File: src/rtl/floating_point_to_integer_if.sv
// rtl/floating_point_to_integer_if.sv - handshake and result bundle for the float-to-integer converter
//
// Purpose: groups the request/result signals of floating_point_to_integer.
// Ports (as seen by the converter, slave modport):
//   start_in      in   request, accepted only while ready_out=1
//   floating_in   in   IEEE-754 operand, sampled on the accept edge
//   ready_out     out  high only while the converter is idle
//   valid_out     out  one-cycle result pulse
//   integer_out   out  signed result, held until the next result
//   overflow_out  out  operand was out of range or +/-Inf
//   invalid_out   out  operand was NaN
//   inexact_out   out  nonzero fraction bits were discarded
interface floating_point_to_integer_if #(
  parameter int DATA_WIDTH = 32,
  parameter int INT_WIDTH  = 32
);
  logic                  start_in;
  logic [DATA_WIDTH-1:0] floating_in;
  logic                  ready_out;
  logic                  valid_out;
  logic [INT_WIDTH-1:0]  integer_out;
  logic                  overflow_out;
  logic                  invalid_out;
  logic                  inexact_out;

  modport master (
    output start_in, floating_in,
    input  ready_out, valid_out, integer_out, overflow_out, invalid_out, inexact_out
  );

  modport slave (
    input  start_in, floating_in,
    output ready_out, valid_out, integer_out, overflow_out, invalid_out, inexact_out
  );
endinterface

File: src/rtl/floating_point_to_integer.sv
// rtl/floating_point_to_integer.sv - iterative IEEE-754 single to signed integer converter
//
// Purpose: unpacks a float, denormalizes the significand one bit per cycle,
// truncates toward zero and saturates out-of-range inputs.
// Ports:
//   clk_in  in  clock, all registers update on the rising edge
//   rst_in  in  synchronous active-high reset
//   bus     slave side of floating_point_to_integer_if (start/ready/valid
//           handshake, operand, result and flags)
module floating_point_to_integer #(
  parameter int DATA_WIDTH = 32,
  parameter int MENT_WIDTH = 23,
  parameter int EXPO_WIDTH = 8,
  parameter int INT_WIDTH  = 32,
  parameter int EXP_BIAS   = 127
) (
  input  logic                        clk_in,
  input  logic                        rst_in,
  floating_point_to_integer_if.slave  bus
);

  localparam int EW2   = EXPO_WIDTH + 2;
  localparam int CNT_W = $clog2(MENT_WIDTH + INT_WIDTH);

  localparam logic [EW2-1:0] BIAS_V = EW2'(EXP_BIAS);
  localparam logic [EW2-1:0] OVF_E  = EW2'(INT_WIDTH - 1);
  localparam logic [EW2-1:0] MENT_E = EW2'(MENT_WIDTH);

  localparam logic [INT_WIDTH-1:0] MIN_INT = {1'b1, {(INT_WIDTH-1){1'b0}}};
  localparam logic [INT_WIDTH-1:0] MAX_INT = {1'b0, {(INT_WIDTH-1){1'b1}}};

  typedef enum logic [2:0] {
    S_IDLE, S_CLASSIFY, S_SHIFT, S_SIGN, S_DONE
  } state_t;

  // Result category decided in CLASSIFY, consumed in SIGN.
  typedef enum logic [2:0] {
    K_NORMAL, K_NAN, K_SAT, K_MIN, K_ZERO
  } kind_t;

  state_t                  r_state, w_next;
  logic [DATA_WIDTH-1:0]   r_float;
  kind_t                   r_kind, w_kind;
  logic [INT_WIDTH-1:0]    r_sig, w_sig;
  logic [CNT_W-1:0]        r_cnt, w_cnt;
  logic                    r_left, w_left;
  logic                    r_sticky;
  logic [INT_WIDTH-1:0]    r_int, w_res_int;
  logic                    r_ovf, r_inv, r_inx;
  logic                    w_res_ovf, w_res_inv, w_res_inx;

  logic                    w_sign;
  logic [EXPO_WIDTH-1:0]   w_exp;
  logic [MENT_WIDTH-1:0]   w_mant;
  logic [EW2-1:0]          w_e;
  logic                    w_e_neg;

  assign w_sign  = r_float[DATA_WIDTH-1];
  assign w_exp   = r_float[DATA_WIDTH-2 -: EXPO_WIDTH];
  assign w_mant  = r_float[MENT_WIDTH-1:0];
  // Two guard bits keep the unbiased exponent's sign visible in the MSB.
  assign w_e     = {2'b00, w_exp} - BIAS_V;
  assign w_e_neg = w_e[EW2-1];

  // Field decode: category, shift direction and shift count.
  always_comb begin
    w_kind = K_NORMAL;
    w_left = 1'b0;
    w_cnt  = '0;
    w_sig  = {{(INT_WIDTH-MENT_WIDTH-1){1'b0}}, 1'b1, w_mant};
    if (w_exp == '1) begin
      w_kind = (w_mant != '0) ? K_NAN : K_SAT;
    end else if (w_exp == '0 || w_e_neg) begin
      w_kind = K_ZERO;
    end else if (w_e >= OVF_E) begin
      // -2^(INT_WIDTH-1) is the one value at this magnitude that fits.
      w_kind = (w_sign && w_e == OVF_E && w_mant == '0) ? K_MIN : K_SAT;
    end else if (w_e >= MENT_E) begin
      w_left = 1'b1;
      w_cnt  = CNT_W'(w_e - MENT_E);
    end else begin
      w_cnt  = CNT_W'(MENT_E - w_e);
    end
  end

  // Final value and flags for each category.
  always_comb begin
    w_res_int = '0;
    w_res_ovf = 1'b0;
    w_res_inv = 1'b0;
    w_res_inx = 1'b0;
    case (r_kind)
      K_NORMAL: begin
        w_res_int = w_sign ? (~r_sig + INT_WIDTH'(1)) : r_sig;
        w_res_inx = r_sticky;
      end
      K_NAN: w_res_inv = 1'b1;
      K_SAT: begin
        w_res_int = w_sign ? MIN_INT : MAX_INT;
        w_res_ovf = 1'b1;
      end
      K_MIN:  w_res_int = MIN_INT;
      K_ZERO: w_res_inx = |r_float[DATA_WIDTH-2:0];
      default: w_res_int = '0;
    endcase
  end

  always_ff @(posedge clk_in) begin
    if (rst_in) begin
      r_state <= S_IDLE;
    end else begin
      r_state <= w_next;
    end
  end

  always_comb begin
    w_next = r_state;
    case (r_state)
      S_IDLE:     if (bus.start_in) w_next = S_CLASSIFY;
      S_CLASSIFY: w_next = (w_kind == K_NORMAL && w_cnt != '0) ? S_SHIFT : S_SIGN;
      S_SHIFT:    if (r_cnt == CNT_W'(1)) w_next = S_SIGN;
      S_SIGN:     w_next = S_DONE;
      S_DONE:     w_next = S_IDLE;
      default:    w_next = S_IDLE;
    endcase
  end

  always_ff @(posedge clk_in) begin
    if (rst_in) begin
      r_float  <= '0;
      r_kind   <= K_NORMAL;
      r_sig    <= '0;
      r_cnt    <= '0;
      r_left   <= 1'b0;
      r_sticky <= 1'b0;
      r_int    <= '0;
      r_ovf    <= 1'b0;
      r_inv    <= 1'b0;
      r_inx    <= 1'b0;
    end else begin
      case (r_state)
        S_IDLE: begin
          if (bus.start_in) r_float <= bus.floating_in;
        end
        S_CLASSIFY: begin
          r_kind   <= w_kind;
          r_sig    <= w_sig;
          r_cnt    <= w_cnt;
          r_left   <= w_left;
          r_sticky <= 1'b0;
        end
        S_SHIFT: begin
          if (r_left) begin
            r_sig <= r_sig << 1;
          end else begin
            r_sig    <= r_sig >> 1;
            r_sticky <= r_sticky | r_sig[0];
          end
          r_cnt <= r_cnt - CNT_W'(1);
        end
        S_SIGN: begin
          r_int <= w_res_int;
          r_ovf <= w_res_ovf;
          r_inv <= w_res_inv;
          r_inx <= w_res_inx;
        end
        default: ;
      endcase
    end
  end

  assign bus.ready_out    = (r_state == S_IDLE);
  assign bus.valid_out    = (r_state == S_DONE);
  assign bus.integer_out  = r_int;
  assign bus.overflow_out = r_ovf;
  assign bus.invalid_out  = r_inv;
  assign bus.inexact_out  = r_inx;

endmodule

File: src/flat_wrapper.sv
// flat-port wrapper written by rule: the top's interface ports become plain ports
module floating_point_to_integer_flat 
#(
  parameter int DATA_WIDTH = 32,
  parameter int MENT_WIDTH = 23,
  parameter int EXPO_WIDTH = 8,
  parameter int INT_WIDTH  = 32,
  parameter int EXP_BIAS   = 127
)
  (clk_in, rst_in, bus_start_in, bus_floating_in, bus_ready_out, bus_valid_out, bus_integer_out, bus_overflow_out, bus_invalid_out, bus_inexact_out);
  floating_point_to_integer_if #(.DATA_WIDTH(DATA_WIDTH), .INT_WIDTH(INT_WIDTH)) bus_i ();
  input  logic clk_in;
  input  logic rst_in;
  input wire logic [$bits(bus_i.start_in)-1:0] bus_start_in;
  input wire logic [$bits(bus_i.floating_in)-1:0] bus_floating_in;
  output wire logic [$bits(bus_i.ready_out)-1:0] bus_ready_out;
  output wire logic [$bits(bus_i.valid_out)-1:0] bus_valid_out;
  output wire logic [$bits(bus_i.integer_out)-1:0] bus_integer_out;
  output wire logic [$bits(bus_i.overflow_out)-1:0] bus_overflow_out;
  output wire logic [$bits(bus_i.invalid_out)-1:0] bus_invalid_out;
  output wire logic [$bits(bus_i.inexact_out)-1:0] bus_inexact_out;
  assign bus_i.start_in = bus_start_in;
  assign bus_i.floating_in = bus_floating_in;
  assign bus_ready_out = bus_i.ready_out;
  assign bus_valid_out = bus_i.valid_out;
  assign bus_integer_out = bus_i.integer_out;
  assign bus_overflow_out = bus_i.overflow_out;
  assign bus_invalid_out = bus_i.invalid_out;
  assign bus_inexact_out = bus_i.inexact_out;
  floating_point_to_integer #(.DATA_WIDTH(DATA_WIDTH), .MENT_WIDTH(MENT_WIDTH), .EXPO_WIDTH(EXPO_WIDTH), .INT_WIDTH(INT_WIDTH), .EXP_BIAS(EXP_BIAS)) u_core (.clk_in(clk_in), .rst_in(rst_in), .bus(bus_i));
endmodule
File: config.mk
export PLATFORM = sky130hd
export DESIGN_NAME = floating_point_to_integer_flat
export DESIGN_NICKNAME = d
export VERILOG_FILES = /design/src/rtl/floating_point_to_integer_if.sv /design/src/rtl/floating_point_to_integer.sv /design/src/flat_wrapper.sv
export SDC_FILE = /design/constraint.sdc
export NUM_CORES = 1
export LEC_CHECK = 0
export BUFFER_PORTS_ARGS = -buffer_cell sky130_fd_sc_hd__buf_4
export CORE_UTILIZATION = 30
export DETAILED_ROUTE_END_ITERATION = 7
export GPL_TIMING_DRIVEN = 0
export PLACE_DENSITY = 0.56
export REMOVE_ABC_BUFFERS = 1
export SYNTH_ARGS = -nofsm -noshare
export SYNTH_HDL_FRONTEND = slang
export SYNTH_SLANG_ARGS = --single-unit
File: constraint.sdc
create_clock -name clk_in -period 3.4 [get_ports clk_in]
set_input_delay 0.17 -clock clk_in [delete_from_list [all_inputs] [get_ports clk_in]]
set_output_delay 0.17 -clock clk_in [all_outputs]
set_load 0.1 [all_outputs]
==> metrics.csv <==
stage,metric,value,unit
outcome,status,completed,
clock_tree,clkSinkCount,113,
logic_synthesis,synthArstFlopShare,0,%
floorplan,coreArea,0.0195,mm^2
clock_tree,clkTransAtPathRegs,60,ps
pwr,seqPwrFrac,32.4,%
placed_design,place_inst,1017,
sta,whs,8.76,ps
global_routing,antenna_found_initial,0,
pwr,internal_power,3.33,mW
sta,relSlewSlack,10.8,%
critical_path,endpoint,u_core.bus.integer_out[31]$_SDFFE_PP0P_,
detailed_routing,detail_route.first_pass.iterations,5,
detailed_routing,drt-initial-drc-count,358,
detailed_routing,route.detailed.drc,0,
pwr,p_sw_share,38.3,%
sta,fmax,356,MHz
sta,fin_crit_sh,82.7,%
detailed_routing,detail-route-antenna-nets,0,
global_routing,grt_pass1_wl,26.5,mm
detailed_routing,vias_per_cell,5.19,
placed_design,hpwl,10.9,mm
floorplan,die_h,143,um
clock_tree,cts_max_level,4,
global_routing,overflow,0,
global_routing,grt_pass1_vias,5070,
clock_tree,cts_tree,built,
critical_path,crit_start,u_core.r_sig[5]$_SDFFE_PP0P_,
layout,layout.nets,841,
detailed_routing,wl_met3,692,um
critical_path,reg2regPathDepth,5,
global_routing,grt_max_degree,118,
logic_synthesis,ys_warn_count,0,
pwr,p_leak,2.73,nW
critical_path,critical_path_class,reg -> reg,
logic_synthesis,yosys-top-cells-area,"dfxtp_1 38%, a21oi_1 6.7%, nor2_1 5.7%",
logic_synthesis,synth-seq-area-share,37.7,%
layout,design_area,0.00752,mm^2
logic_synthesis,synth_ff_type,dfxtp_1,
sta,worst_slew_pin_slew,1340,ps
detailed_routing,met1Wirelength,8.42,mm
logic_synthesis,ys_types,65,
placed_design,port-buffer-count,71,
detailed_routing,routed-wl-met2,7.05,mm
pwr,combPwrFrac,32.4,%
logic_synthesis,synth-edff-count,0,
layout,drive_gt1_share,14.7,%
clock_tree,cts_buffers,17,
logic_synthesis,synthCells,747,
detailed_routing,top_layer,met4,
detailed_routing,wirelength,16.4,mm
detailed_routing,vias,5577,
logic_synthesis,synth_top_area_cell,dfxtp_1,
clock_tree,cts_resized,0,
pwr,ir_drop,0.377,mV
critical_path,critPathMaxFanout,9,
logic_synthesis,syn_area_per_cell,8.02,um^2
placed_design,place.gp.congestion,0.825,
placed_design,dpl-instance-area,0.00664,mm^2
sta,period_needed,2810,ps
floorplan,die_area,0.0206,mm^2
critical_path,startpoint_type,register,
layout,layout.cells.non_filler,1074,
pwr,cellPowerDensity,717,mW/mm^2
clock_tree,clock_path_buffers,2,
critical_path,rrSetupSlack,590,ps
sta,rsz0062_at_grt,false,
layout,area_growth,25.4,%
clock_tree,root_buffer,clkbuf_16,
layout,fillers,2076,
critical_path,cp.required,3720,ps
logic_synthesis,syn_area,0.00599,mm^2
detailed_routing,post_drt_wl_per_cell,15.3,um
floorplan,io_pins,72,
critical_path,timing.rr.start,u_core.r_sig[5]$_SDFFE_PP0P_,
floorplan,die_x,143,um
pwr,power_frac_clock,35.1,%
critical_path,cp_data_arrival_time,3130,ps
sta,skew,8.69,ps
logic_synthesis,synth_top_area_share,37.7,%
floorplan,start_util,30.7,%
sta,drv_slew,0,
flow_run,max_cap_viol_count,0,
sta,finalHoldViolCount,0,
layout,n_antenna_cell,0,
critical_path,reg2reg_to,u_core.bus.integer_out[31]$_SDFFE_PP0P_,
sta,setup-violations-final,0,
clock_tree,clock_latency,430,ps
hold_path,hold_path_class,in -> reg,
critical_path,endpoint_kind,register,
pwr,p_switching,2.06,mW
global_routing,grtUsageTotal,16.6,%
floorplan,rows,51,
logic_synthesis,ys_ff_latch,113,
-- worst min-delay path by stage --
stage	slack [ps]	cells past startpoint	end	startpoint
global placement	420	3	u_core.r_float[4]$_SDFFE_PP0P_	bus_floating_in[4]
floorplan	240	1	u_core.bus.inexact_out$_SDFFE_PP0P_	rst_in
finish	9	3	u_core.r_float[11]$_SDFFE_PP0P_	bus_floating_in[11]
detailed placement	430	3	u_core.r_float[2]$_SDFFE_PP0P_	bus_floating_in[2]
global route	5	3	u_core.r_float[19]$_SDFFE_PP0P_	bus_floating_in[19]
CTS	0.7	3	u_core.r_float[11]$_SDFFE_PP0P_	bus_floating_in[11]
-- metrics by stage --
| stage | worst slack [ps] | setup TNS (ps) | total power [mW] | util, % |
|---|---|---|---|---|
| 2_1_floorplan | -730 | -23370 | 2.93 | - |
| 3_3_place_gp | -812 | -26880 | 3.45 | 33.7 |
| 3_5_place_dp | 421 | 0 | 3.49 | 34.0 |
| 4_1_cts | 393 | 0 | 5.43 | 38.5 |
| 5_1_grt | 438 | 0 | 5.71 | 38.5 |
| 6_report | 587 | 0 | 5.39 | 38.5 |
-- registers in the layout (all words and copies together), names as in the netlist --
register,count
u_core.r_float,32
u_core.bus.overflow_out,1
u_core.r_kind,3
u_core.r_state,3
u_core.bus.inexact_out,1
u_core.bus.integer_out,32
u_core.r_left,1
u_core.r_cnt,6
u_core.r_sticky,1
u_core.r_sig,32
u_core.bus.invalid_out,1
-- timing repair --
action	CTS	global route
hold buffers	25	0
setup buffers	0	0
endpoints found under the hold margin	25	0
-- layout make-up --
cell class	count	area [um^2]	share of cell area, %
clock buffer	19	443	5.89
clock inverter	13	185	2.46
inverter	14	52.6	0.699
multi-input combinational	552	3420	45.4
sequential	113	2260	30.1
tap	265	332	4.41
timing repair buffer	98	826	11.0
-- power by group through the flow --
stage               registers [mW]  clock network [mW]  logic [mW]
finish                        1.75                1.89        1.75
CTS                           1.74                1.94        1.75
floorplan                     1.75                   0        1.18
global placement              1.76                   0        1.69
global route                  1.78                2.00        1.93
detailed placement            1.77                   0        1.72
-- layer usage --
metal,GRT usage (%),up-vias
met3,3.17,18
met4,6.61,0
met5,0,-
met2,24.2,141
met1,23.9,2582
li1,-,2836
-- critical path, cell delays in order (launching register included) --
cell and delay, ps:
dfxtp_1 390, or4_4 610, or4_4 600, nor4_1 410, mux2_2 380, o41ai_1 320
-- kinds of logic (layout without fill, tap and decap cells) --
| logic type | Yosys count | in the layout | share of synthesized area [%] |
|---|---|---|---|
| xor gates and xnor gates | 30 | 30 | 4.38 |
| AOI/OAI and AO/OA | 209 | 209 | 23.1 |
| DFF | 113 | 113 | 37.7 |
| buffers and inverters | 82 | 144 | 5.55 |
| adders and majority gates | 10 | 10 | 2.09 |
| and+or+nand+nor | 271 | 271 | 21.8 |
| muxes | 32 | 32 | 5.36 |
-- layout by cell type, fill, tap and decap left out, types with 19 or more instances in the layout --
cell type	netlist	final
buf_4	0	71
a221oi_1	31	31
xor2_1	19	19
a21oi_1	80	80
nand2_1	82	82
dlygate4sd3_1	0	25
mux2i_1	31	31
dfxtp_1	113	112
nor2_1	91	89
-- synth_stat cells, types with 5 or more instances --
cell,n
a22oi_1,6
clkbuf_1,62
or3_1,9
a211oi_1,5
a21oi_1,80
nor2_1,91
nand2_1,82
a31oi_1,7
nand3_1,7
nor4_1,11
o41ai_1,7
xnor2_1,11
o22ai_1,14
a221oi_1,31
xor2_1,19
o31ai_1,14
inv_1,14
dfxtp_1,113
o21ai_0,17
nor3_1,16
nor3b_1,5
or4_1,8
ha_1,10
mux2i_1,31
Note: power is estimated with default switching activity, not from simulation.
